==> src/rtl/se_fc_sequencer.sv <==
// Sequences FC1 then FC2 fully-connected layers: issues 32-wide chunks to the
// adder tree, tracks returned neuron sums and writes them back by index.
//
// state     | meaning
// IDLE      | waiting for start, cfg checked on request
// FC1_ISSUE | issuing FC1 chunks, collecting FC1 sums
// FC1_DRAIN | all FC1 chunks issued, waiting for remaining sums
// FC2_ISSUE | issuing FC2 chunks, collecting FC2 sums
// FC2_DRAIN | all FC2 chunks issued, waiting for remaining sums
// FINISH    | one-cycle done pulse
module se_fc_sequencer #(
   parameter int NEUR_W = 10
) (
   input  logic              clk,
   input  logic              rst,
   input  logic              start,
   input  logic [4:0]        cfg_fc1_chunks,
   input  logic [2:0]        cfg_fc2_chunks,
   input  logic [NEUR_W-1:0] cfg_fc1_neurons,
   input  logic [NEUR_W-1:0] cfg_fc2_neurons,
   input  logic              feed_ready,
   input  logic              data_valid,
   output logic              fully_1,
   output logic              fully_2,
   output logic [4:0]        fc1_max_loop,
   output logic [2:0]        fc2_max_loop,
   output logic              start_adder,
   output logic [NEUR_W-1:0] feed_neuron,
   output logic [4:0]        feed_chunk,
   output logic              res_we,
   output logic [NEUR_W-1:0] res_idx,
   output logic              busy,
   output logic              done,
   output logic              cfg_err
);

   typedef enum logic [2:0] {
      IDLE, FC1_ISSUE, FC1_DRAIN, FC2_ISSUE, FC2_DRAIN, FINISH
   } state_t;

   state_t            state_q, state_d;
   logic [4:0]        fc1_chunks_q;
   logic [2:0]        fc2_chunks_q;
   logic [NEUR_W-1:0] fc1_neur_q, fc2_neur_q;
   logic [4:0]        chunk_q;
   logic [NEUR_W-1:0] neuron_q, res_cnt_q;
   logic              cfg_err_q;

   logic              cfg_ok, accept, reject, in_fc1, in_fc2, issuing;
   logic [4:0]        cur_chunks;
   logic [NEUR_W-1:0] cur_neur;
   logic              last_chunk, last_neuron, last_issue, res_hit, last_result;

   always_comb begin
      cfg_ok      = (cfg_fc1_chunks != '0) && (cfg_fc2_chunks != '0) &&
                    (cfg_fc1_neurons != '0) && (cfg_fc2_neurons != '0);
      accept      = (state_q == IDLE) && start && cfg_ok;
      reject      = (state_q == IDLE) && start && !cfg_ok;
      in_fc1      = (state_q == FC1_ISSUE) || (state_q == FC1_DRAIN);
      in_fc2      = (state_q == FC2_ISSUE) || (state_q == FC2_DRAIN);
      issuing     = ((state_q == FC1_ISSUE) || (state_q == FC2_ISSUE)) && feed_ready;
      cur_chunks  = in_fc2 ? {2'b00, fc2_chunks_q} : fc1_chunks_q;
      cur_neur    = in_fc2 ? fc2_neur_q : fc1_neur_q;
      last_chunk  = (chunk_q == cur_chunks - 5'd1);
      last_neuron = (neuron_q == cur_neur - NEUR_W'(1));
      last_issue  = issuing && last_chunk && last_neuron;
      res_hit     = data_valid && (in_fc1 || in_fc2);
      last_result = res_hit && (res_cnt_q == cur_neur - NEUR_W'(1));
   end

   always_comb begin
      state_d = state_q;
      case (state_q)
         IDLE:      if (accept)      state_d = FC1_ISSUE;
         FC1_ISSUE: if (last_issue)  state_d = FC1_DRAIN;
         FC1_DRAIN: if (last_result) state_d = FC2_ISSUE;
         FC2_ISSUE: if (last_issue)  state_d = FC2_DRAIN;
         FC2_DRAIN: if (last_result) state_d = FINISH;
         FINISH:                     state_d = IDLE;
         default:                    state_d = IDLE;
      endcase
   end

   always_ff @(posedge clk or negedge rst) begin
      if (!rst) begin
         state_q      <= IDLE;
         fc1_chunks_q <= '0;
         fc2_chunks_q <= '0;
         fc1_neur_q   <= '0;
         fc2_neur_q   <= '0;
         chunk_q      <= '0;
         neuron_q     <= '0;
         res_cnt_q    <= '0;
         cfg_err_q    <= 1'b0;
      end else begin
         state_q   <= state_d;
         cfg_err_q <= reject;
         if (accept) begin
            fc1_chunks_q <= cfg_fc1_chunks;
            fc2_chunks_q <= cfg_fc2_chunks;
            fc1_neur_q   <= cfg_fc1_neurons;
            fc2_neur_q   <= cfg_fc2_neurons;
            chunk_q      <= '0;
            neuron_q     <= '0;
            res_cnt_q    <= '0;
         end else if ((state_q == FC1_DRAIN) && last_result) begin
            chunk_q   <= '0;
            neuron_q  <= '0;
            res_cnt_q <= '0;
         end else begin
            // issue and result tracking are independent and may both fire
            if (issuing) begin
               if (last_chunk) begin
                  chunk_q  <= '0;
                  neuron_q <= neuron_q + NEUR_W'(1);
               end else begin
                  chunk_q <= chunk_q + 5'd1;
               end
            end
            if (res_hit) res_cnt_q <= res_cnt_q + NEUR_W'(1);
         end
      end
   end

   assign fully_1      = in_fc1;
   assign fully_2      = in_fc2;
   assign fc1_max_loop = fc1_chunks_q;
   assign fc2_max_loop = fc2_chunks_q;
   assign start_adder  = issuing;
   assign feed_neuron  = neuron_q;
   assign feed_chunk   = chunk_q;
   assign res_we       = res_hit;
   assign res_idx      = res_cnt_q;
   assign busy         = (state_q != IDLE);
   assign done         = (state_q == FINISH);
   assign cfg_err      = cfg_err_q;

endmodule

==> config.mk <==
export PLATFORM = sky130hd
export DESIGN_NAME = se_fc_sequencer
export DESIGN_NICKNAME = d
export VERILOG_FILES = /design/src/rtl/se_fc_sequencer.sv
export SDC_FILE = /design/constraint.sdc
export NUM_CORES = 1
export LEC_CHECK = 0
export CAP_MARGIN = 20
export CORE_UTILIZATION = 35
export DETAILED_ROUTE_END_ITERATION = 12
export SLEW_MARGIN = 20
export SYNTH_ARGS = -nofsm -noshare
export SYNTH_HDL_FRONTEND = slang
export SYNTH_SLANG_ARGS = --single-unit
==> constraint.sdc <==
create_clock -name clk -period 6.61 [get_ports clk]
set_input_delay 1.322 -clock clk [delete_from_list [all_inputs] [get_ports clk]]
set_output_delay 1.322 -clock clk [all_outputs]
set_load 0.05 [all_outputs]
==> metrics.md, run 1 <==
| Metric | Value |
|---|---|
| Outcome | `finished clean` |
| Synth cell count leaders | `dfrtp_1 (57), nor2_1 (43), mux2_2 (29)` |
| Area contributors post-synth | `dfrtp_1 (38%), mux2_2 (8.7%), xnor2_1 (6.3%)` |
| Die H | `106 µm` |
| Synthesized area | `around 0.0038 mm²` |
| Max stage delay on crit path | `just under 0.9 ns` |
| Final core utilization | `46.4%` |
| DR WL met3 | `415 µm` |
| First-pass detailed-route iteration total | `4` |
| Post-DP HPWL | `between 7 and 8 mm` |
| Post-route cell area | `0.00481 mm²` |
| Final setup TNS | `0 ns` |
| Synth top area share | `37.8%` |
| Num ports | `73` |
| Startpoint types | `input port` |
| Worst path most repeated cell | `clkdlybuf4s50_1` |
| Mapped Avg Cell Area | `9.60 µm²` |
| Synthesis-stage register bit count | `57` |
| Antenna cell count | `0` |
| Hold buffers post-CTS | `0` |
| EDFF count, synth | `0` |
| Slowest CP cell | `clkdlybuf4s50_1` |
| Clock sink count | `57` |
| Root Driver | `clkbuf_8` |
| Pwr dens | `201 mW/mm²` |
| CTS tree | `done` |
| Final #Nets | `496` |
| Max Slew Vio Count | `0` |
| DP Area | `0.00458 mm²` |
| Gr ovfl total | `0` |
| Sw frac | `between 30% and 40%` |
| Initial antenna violation count | `0` |
| Clock Path Buffers | `2` |
| Dpl ws | `2.08 ns` |
| Post-synthesis cell count | `slightly below 400` |
| Drt via density | `5.39` |
| Unrepaired setup endpoints after global routing | `no` |
| Highest routed layer | `met4` |
| Tot Pwr | `0.000968 W` |
| Layout Skew | `0.0116 ns` |
| Top FF cell, synth | `dfrtp_1` |
| Req. time, crit path | `5.29 ns` |
| Number of buffers created by CTS | `9` |
| Min Tclk post-route | `4.36 ns` |
| Max-cap violations | `0` |
| WL met2 | `4.57 mm` |
| Post-CTS Setup Bufs | `0` |
| Critical path arrival | `3.03 ns` |
| Global-route wire length before repair | `16.5 mm` |
| CTS resizes | `0` |
| Asr flop ratio synth | `100%` |
| Area delta synth->final | `27.4%` |
| Layout cells sized above 1 | `between 10 and 15%` |
| Max Fclk | `0.230 GHz` |
| Synth Net Count | `431` |
| Final WS setup | `2.25 ns` |
| Row cnt | `37` |
| Buf+Inv Stages, Crit Path | `2` |
| Core Area | `0.0104 mm²` |
| Gpl congestion | `roughly 0.83` |
| Crit-path cells | `clkdlybuf4s50_1 > and3_1 > clkdlybuf4s50_1` |
| Crit path max-delay family | `buffers and inverters` |
| Distinct cells, synth | `56` |
| Tightest Hold Check Type | `reg -> reg` |
| CP endpoint kind | `output pin` |
| Clk pwr share | `between 30% and 40%` |
| CTS HTree Levels | `3` |
| DR DRC count | `0` |
| Slew Limit Headroom | `42.8%` |
| Maximum vdd drop | `0.197 mV` |
| Initial Utilization | `36.4%` |
| Critical path type | `in -> out` |
| Leak Pwr | `about 2 nW` |
| Final Cycle Share | `65.9%` |
| Initial drt markers | `142` |
| Slew of the pin with the lowest slew margin | `0.858 ns` |
| Setup violators final | `0` |
| Die Area | `around 0.011 mm²` |
| Routed length on met1 | `4.66 mm` |
| DR WL/cell | `16.4 µm` |
| Endpoints failing hold | `0` |
| Pin count of the biggest net entering global routing | `58` |
| Sequential share of power | `42.2%` |
| Port-buffer cells | `72` |
| Combinational Power Share | `21.2%` |
| Die width | `between 100 and 150 µm` |
| Internal power | `0.000664 W` |
| Vias in the first global route | `between 3000 and 4000` |
| Count leader, synth | `dfrtp_1` |
| Final antenna-violating net count | `0` |
| Switching pwr | `0.000303 W` |
| Biggest area consumer among synthesized cells | `dfrtp_1` |
| Crit Path Max Fanout | `9` |
| Sequential element share of the synthesized area | `37.8%` |
| Final WL | `just under 10 mm` |
| Worst-path clk slew | `approximately 0.070 ns` |
| All-Layer GR Usage | `18.9%` |
| Clock insertion delay at the later pin of the skew report | `0.34 ns` |
| Ys Warns | `0` |
| DR vias | `3229` |
==> cell usage in the layout (no fill, tap or decap), types with 3 or more instances in the layout <==
cell type	instances
o22ai_1	3
o21a_1	4
o221ai_1	5
clkinv_2	3
o32a_1	3
nand3b_1	5
nor2_1	43
mux2i_1	4
nor4_1	6
nand4_1	8
nor3b_1	11
a31oi_1	5
and4_1	3
nor2b_1	5
xor2_1	13
nand3_1	15
mux2_2	29
nand4b_1	3
clkbuf_8	9
xnor2_1	27
o21ai_0	15
o32ai_1	3
nor3_1	3
clkdlybuf4s50_1	71
a21oi_1	12
and3_1	8
or4_1	4
inv_1	8
ha_1	5
o31ai_1	3
and2_1	6
a32oi_1	7
dfrtp_1	57
nand2_1	22
==> logic make-up after synthesis <==
kind of cell / after synthesis / share of synthesized area, %
and+or+nand+nor: 155 / 22.9
DFF: 57 / 37.8
buffers and inverters: 29 / 3.25
AOI/OAI and AO/OA: 72 / 14.2
muxes: 33 / 9.71
adders and majority gates: 5 / 1.66
xor gates and xnor gates: 42 / 10.5
==> per-layer routing <==
| metal | vias up | GRT usage (%) |
|---|---|---|
| met5 | - | 0 |
| met2 | 76 | 29.7 |
| met4 | 0 | 6.85 |
| li1 | 1590 | - |
| met3 | 15 | 4.08 |
| met1 | 1548 | 25.6 |
==> worst reg2reg max path: stages (launching register included) <==
cell and delay (ns):
dfrtp_1 0.90, or3b_1 0.56, o32a_1 0.30, and2_4 0.17, inv_1 0.04, ha_1 0.22, xnor2_1 0.14, a21bo_2 0.19
nand4_1 0.16, a2111oi_4 0.32, nand2_2 0.27, nor4_4 0.42, nand3b_1 0.15, or3b_1 0.35
==> flip-flops by register name (all words and copies together) (netlist names) <==
register	count
cfg_err	1
fc1_max_loop	5
fc1_neur_q	10
fc2_max_loop	3
fc2_neur_q	10
feed_chunk	5
feed_neuron	10
res_idx	10
state_q	3
==> through the flow <==
stage | instances | hold WS (ns)
3_3_place_gp | 582 | 0.487
4_1_cts | 598 | 0.518
2_1_floorplan | 393 | 0.479
6_report | 599 | 0.515
3_5_place_dp | 582 | 0.502
5_1_grt | 599 | 0.546
==> cell type report <==
cell class	instances	area [µm²]
Inverter	8	30.0
Sequential cell	57	1430
Tap cell	136	170
Clock inverter	6	82.6
Clock buffer	10	128
Timing Repair Buffer	75	746
Fill cell	1034	5560
Multi-Input combinational cell	307	2220
==> path summary, 6_finish.rpt <==
| check | from | end | slack (ns) | depth (start not counted) |
|---|---|---|---|---|
| worst max-delay path | data_valid | res_we | 2.25 | 3 |
| worst min-delay path | fc1_neur_q[9] | fc1_neur_q[9] | 0.51 | 1 |
| worst max register to register | state_q[0] | state_q[0] | 2.29 | 13 |
| worst min register to register | fc1_neur_q[9] | fc1_neur_q[9] | 0.51 | 1 |
| max in group asynchronous | rst | res_idx[2] | 5.00 | 2 |
| min in group asynchronous | rst | fc1_max_loop[0] | 1.12 | 2 |
==> power by group through the flow <==
| stage | Combinational (W) | Clock, W | Sequential [W] |
|---|---|---|---|
| 6_report | 0.000205 | 0.000354 | 0.000409 |
| 2_1_floorplan | 0.0000708 | 0 | 0.000465 |
| 5_1_grt | 0.000220 | 0.000379 | 0.000413 |
| 3_5_place_dp | 0.000206 | 0 | 0.000415 |
| 3_3_place_gp | 0.000205 | 0 | 0.000415 |
| 4_1_cts | 0.000207 | 0.000361 | 0.000409 |
(Power assumes the default switching activity.)
==> run 2, diff against run 1 <==
==> constraint.sdc (replaced) <==
create_clock -name clk -period 4.4 [get_ports clk]
set_input_delay 0.88 -clock clk [delete_from_list [all_inputs] [get_ports clk]]
set_output_delay 0.88 -clock clk [all_outputs]
set_load 0.05 [all_outputs]
==> metrics.md, run 2 (synthesized netlist as in run 1, its figures left out) <==
| Metric | Value |
|---|---|
| Outcome | `finished clean` |
| Sw frac | `33.1%` |
| WHS Path Cells | `1` |
| Die Area | `0.0112 mm²` |
| Area delta synth->final | `28.1%` |
| Post-route cell area | `0.00483 mm²` |
| Crit-path cells | `nand3b_1 > nand2_1 > o221a_2 > inv_1 > ha_1 > xnor2_1 > a21bo_2 > nand4_1 > a2111oi_4 > nand2_2 > nor4_4 > nand3b_1 > or3b_1` |
| Clk pwr share | `36.3%` |
| Unrepaired setup endpoints after global routing | `no` |
| Sequential share of power | `42.4%` |
| GR Util met3 | `3.59%` |
| Layout cells sized above 1 | `13.9%` |
| Global-route wire length before repair | `roughly 16 mm` |
| Max Slew Vio Count | `0` |
| Final Cycle Share | `~90%` |
| Final setup TNS | `0 ns` |
| Crit Path Max Fanout | `18` |
| Final #Nets | `500` |
| Maximum vdd drop | `0.264 mV` |
| Commonest non-fill, non-tap cells in the layout | `clkdlybuf4s50_1 (71), dfrtp_1 (57), nor2_1 (43)` |
| Antenna cell count | `0` |
| Die H | `106 µm` |
| Gpl congestion | `between 0.8 and 0.9` |
| CTS tree | `done` |
| First-pass detailed-route iteration total | `4` |
| Buf+Inv Stages, Crit Path | `1` |
| Critical path arrival | `4.18 ns` |
| Vias in the first global route | `3142` |
| Tightest Hold Check Type | `reg -> reg` |
| Worst path most repeated cell | `nand3b_1` |
| All-Layer GR Usage | `18.6%` |
| Core Area | `0.0104 mm²` |
| Pin count of the biggest net entering global routing | `58` |
| Row cnt | `37` |
| DR DRC count | `0` |
| Placed Cells | `587` |
| Root Driver | `clkbuf_8` |
| CP endpoint kind | `register` |
| Port-buffer cells | `72` |
| DR vias | `3286` |
| Number of buffers created by CTS | `9` |
| Combinational Power Share | `21.3%` |
| Min Tclk post-route | `3.95 ns` |
| Max Fclk | `roughly 0.25 GHz` |
| Final antenna-violating net count | `0` |
| Initial antenna violation count | `0` |
| Clock Path Buffers | `2` |
| Clock sink count | `57` |
| Crit path max-delay family | `simple AND/OR/NAND/NOR gates` |
| Most common cell after layout, fill and taps aside | `clkdlybuf4s50_1` |
| Drt via density | `5.45` |
| R2R depth | `13` |
| Slew Limit Headroom | `50.2%` |
| Switching pwr | `0.000478 W` |
| DP Area | `roughly 0.0046 mm²` |
| Internal power | `roughly 0.00097 W` |
| CTS HTree Levels | `3` |
| Worst-path clk slew | `0.08 ns` |
| Initial Utilization | `36.4%` |
| Layout Skew | `0.0118 ns` |
| Endpoints failing hold | `0` |
| Post-Layout Cell Count | `603` |
| Setup violators final | `0` |
| Critical path type | `reg -> reg` |
| Die width | `106 µm` |
| Startpoint types | `register` |
| Gr ovfl total | `0` |
| Met1 Use GR | `25.4%` |
| Levels on crit path | `13` |
| Initial drt markers | `approximately 150` |
| Pwr dens | `299 mW/mm²` |
| Max stage delay on crit path | `0.65 ns` |
| Clock insertion delay at the later pin of the skew report | `~0.35 ns` |
| Leak Pwr | `2.01 nW` |
| Slew of the pin with the lowest slew margin | `0.747 ns` |
| Post-DP HPWL | `7.43 mm` |
| Grt peak-use layer | `met2` |
| Hold buffers post-CTS | `0` |
| DR WL/cell | `between 15 and 20 µm` |
| Max-cap violations | `0` |
| Num ports | `73` |
| Slowest CP cell | `dfrtp_1` |
| Final WL | `approximately 9.9 mm` |
| Req. time, crit path | `4.63 ns` |
| M2 GR Usage | `28.8%` |
run 2: final cells by class:
cell class	instances	area, µm²
sequential	57	1430
timing repair buffer	79	768
inverter	8	30.0
fill	1029	5540
multi-input combinational	307	2230
clock buffer	10	138
tap	136	170
clock inverter	6	72.6
run 2: timing repair:
item,4_1_cts,5_1_grt
buffers inserted,0,0
resized for setup,0,1
setup endpoints to repair,0,1
run 2: per-stage QoR:
step | worst slack, ns | hold slack [ns] | util, % | power, W
2_1_floorplan | 0.836 | 0.479 | - | 0.000805
3_3_place_gp | 0.448 | 0.488 | 44.5 | 0.000933
3_5_place_dp | 0.360 | 0.497 | 44.5 | 0.000933
4_1_cts | 0.317 | 0.515 | 46.6 | 0.00146
5_1_grt | 0.0876 | 0.543 | 46.6 | 0.00151
6_report | 0.450 | 0.517 | 46.6 | 0.00144
run 2: final timing paths:
kind	start	endpoint	slack (ns)
max	state_q[0]	state_q[0]	0.45
min	fc1_neur_q[9]	fc1_neur_q[9]	0.52
max reg2reg	state_q[0]	state_q[0]	0.45
min reg2reg	fc1_neur_q[9]	fc1_neur_q[9]	0.52
max in group asynchronous	rst	feed_neuron[0]	3.21
min in group asynchronous	rst	fc1_max_loop[4]	0.66
run 2: power groups by stage:
stage	Combinational [W]	Clock [W]	Sequential, W
2_1_floorplan	0.000106	0	0.000699
5_1_grt	0.000329	0.000563	0.000619
4_1_cts	0.000311	0.000539	0.000613
3_3_place_gp	0.000309	0	0.000624
3_5_place_dp	0.000310	0	0.000623
6_report	0.000308	0.000523	0.000612
run 2: layer usage:
layer / vias to the layer above / routed length (µm)
met5: - / 0
met4: 0 / 191
met3: 13 / 397
met2: 77 / 4580
met1: 1605 / 4740
li1: 1591 / -
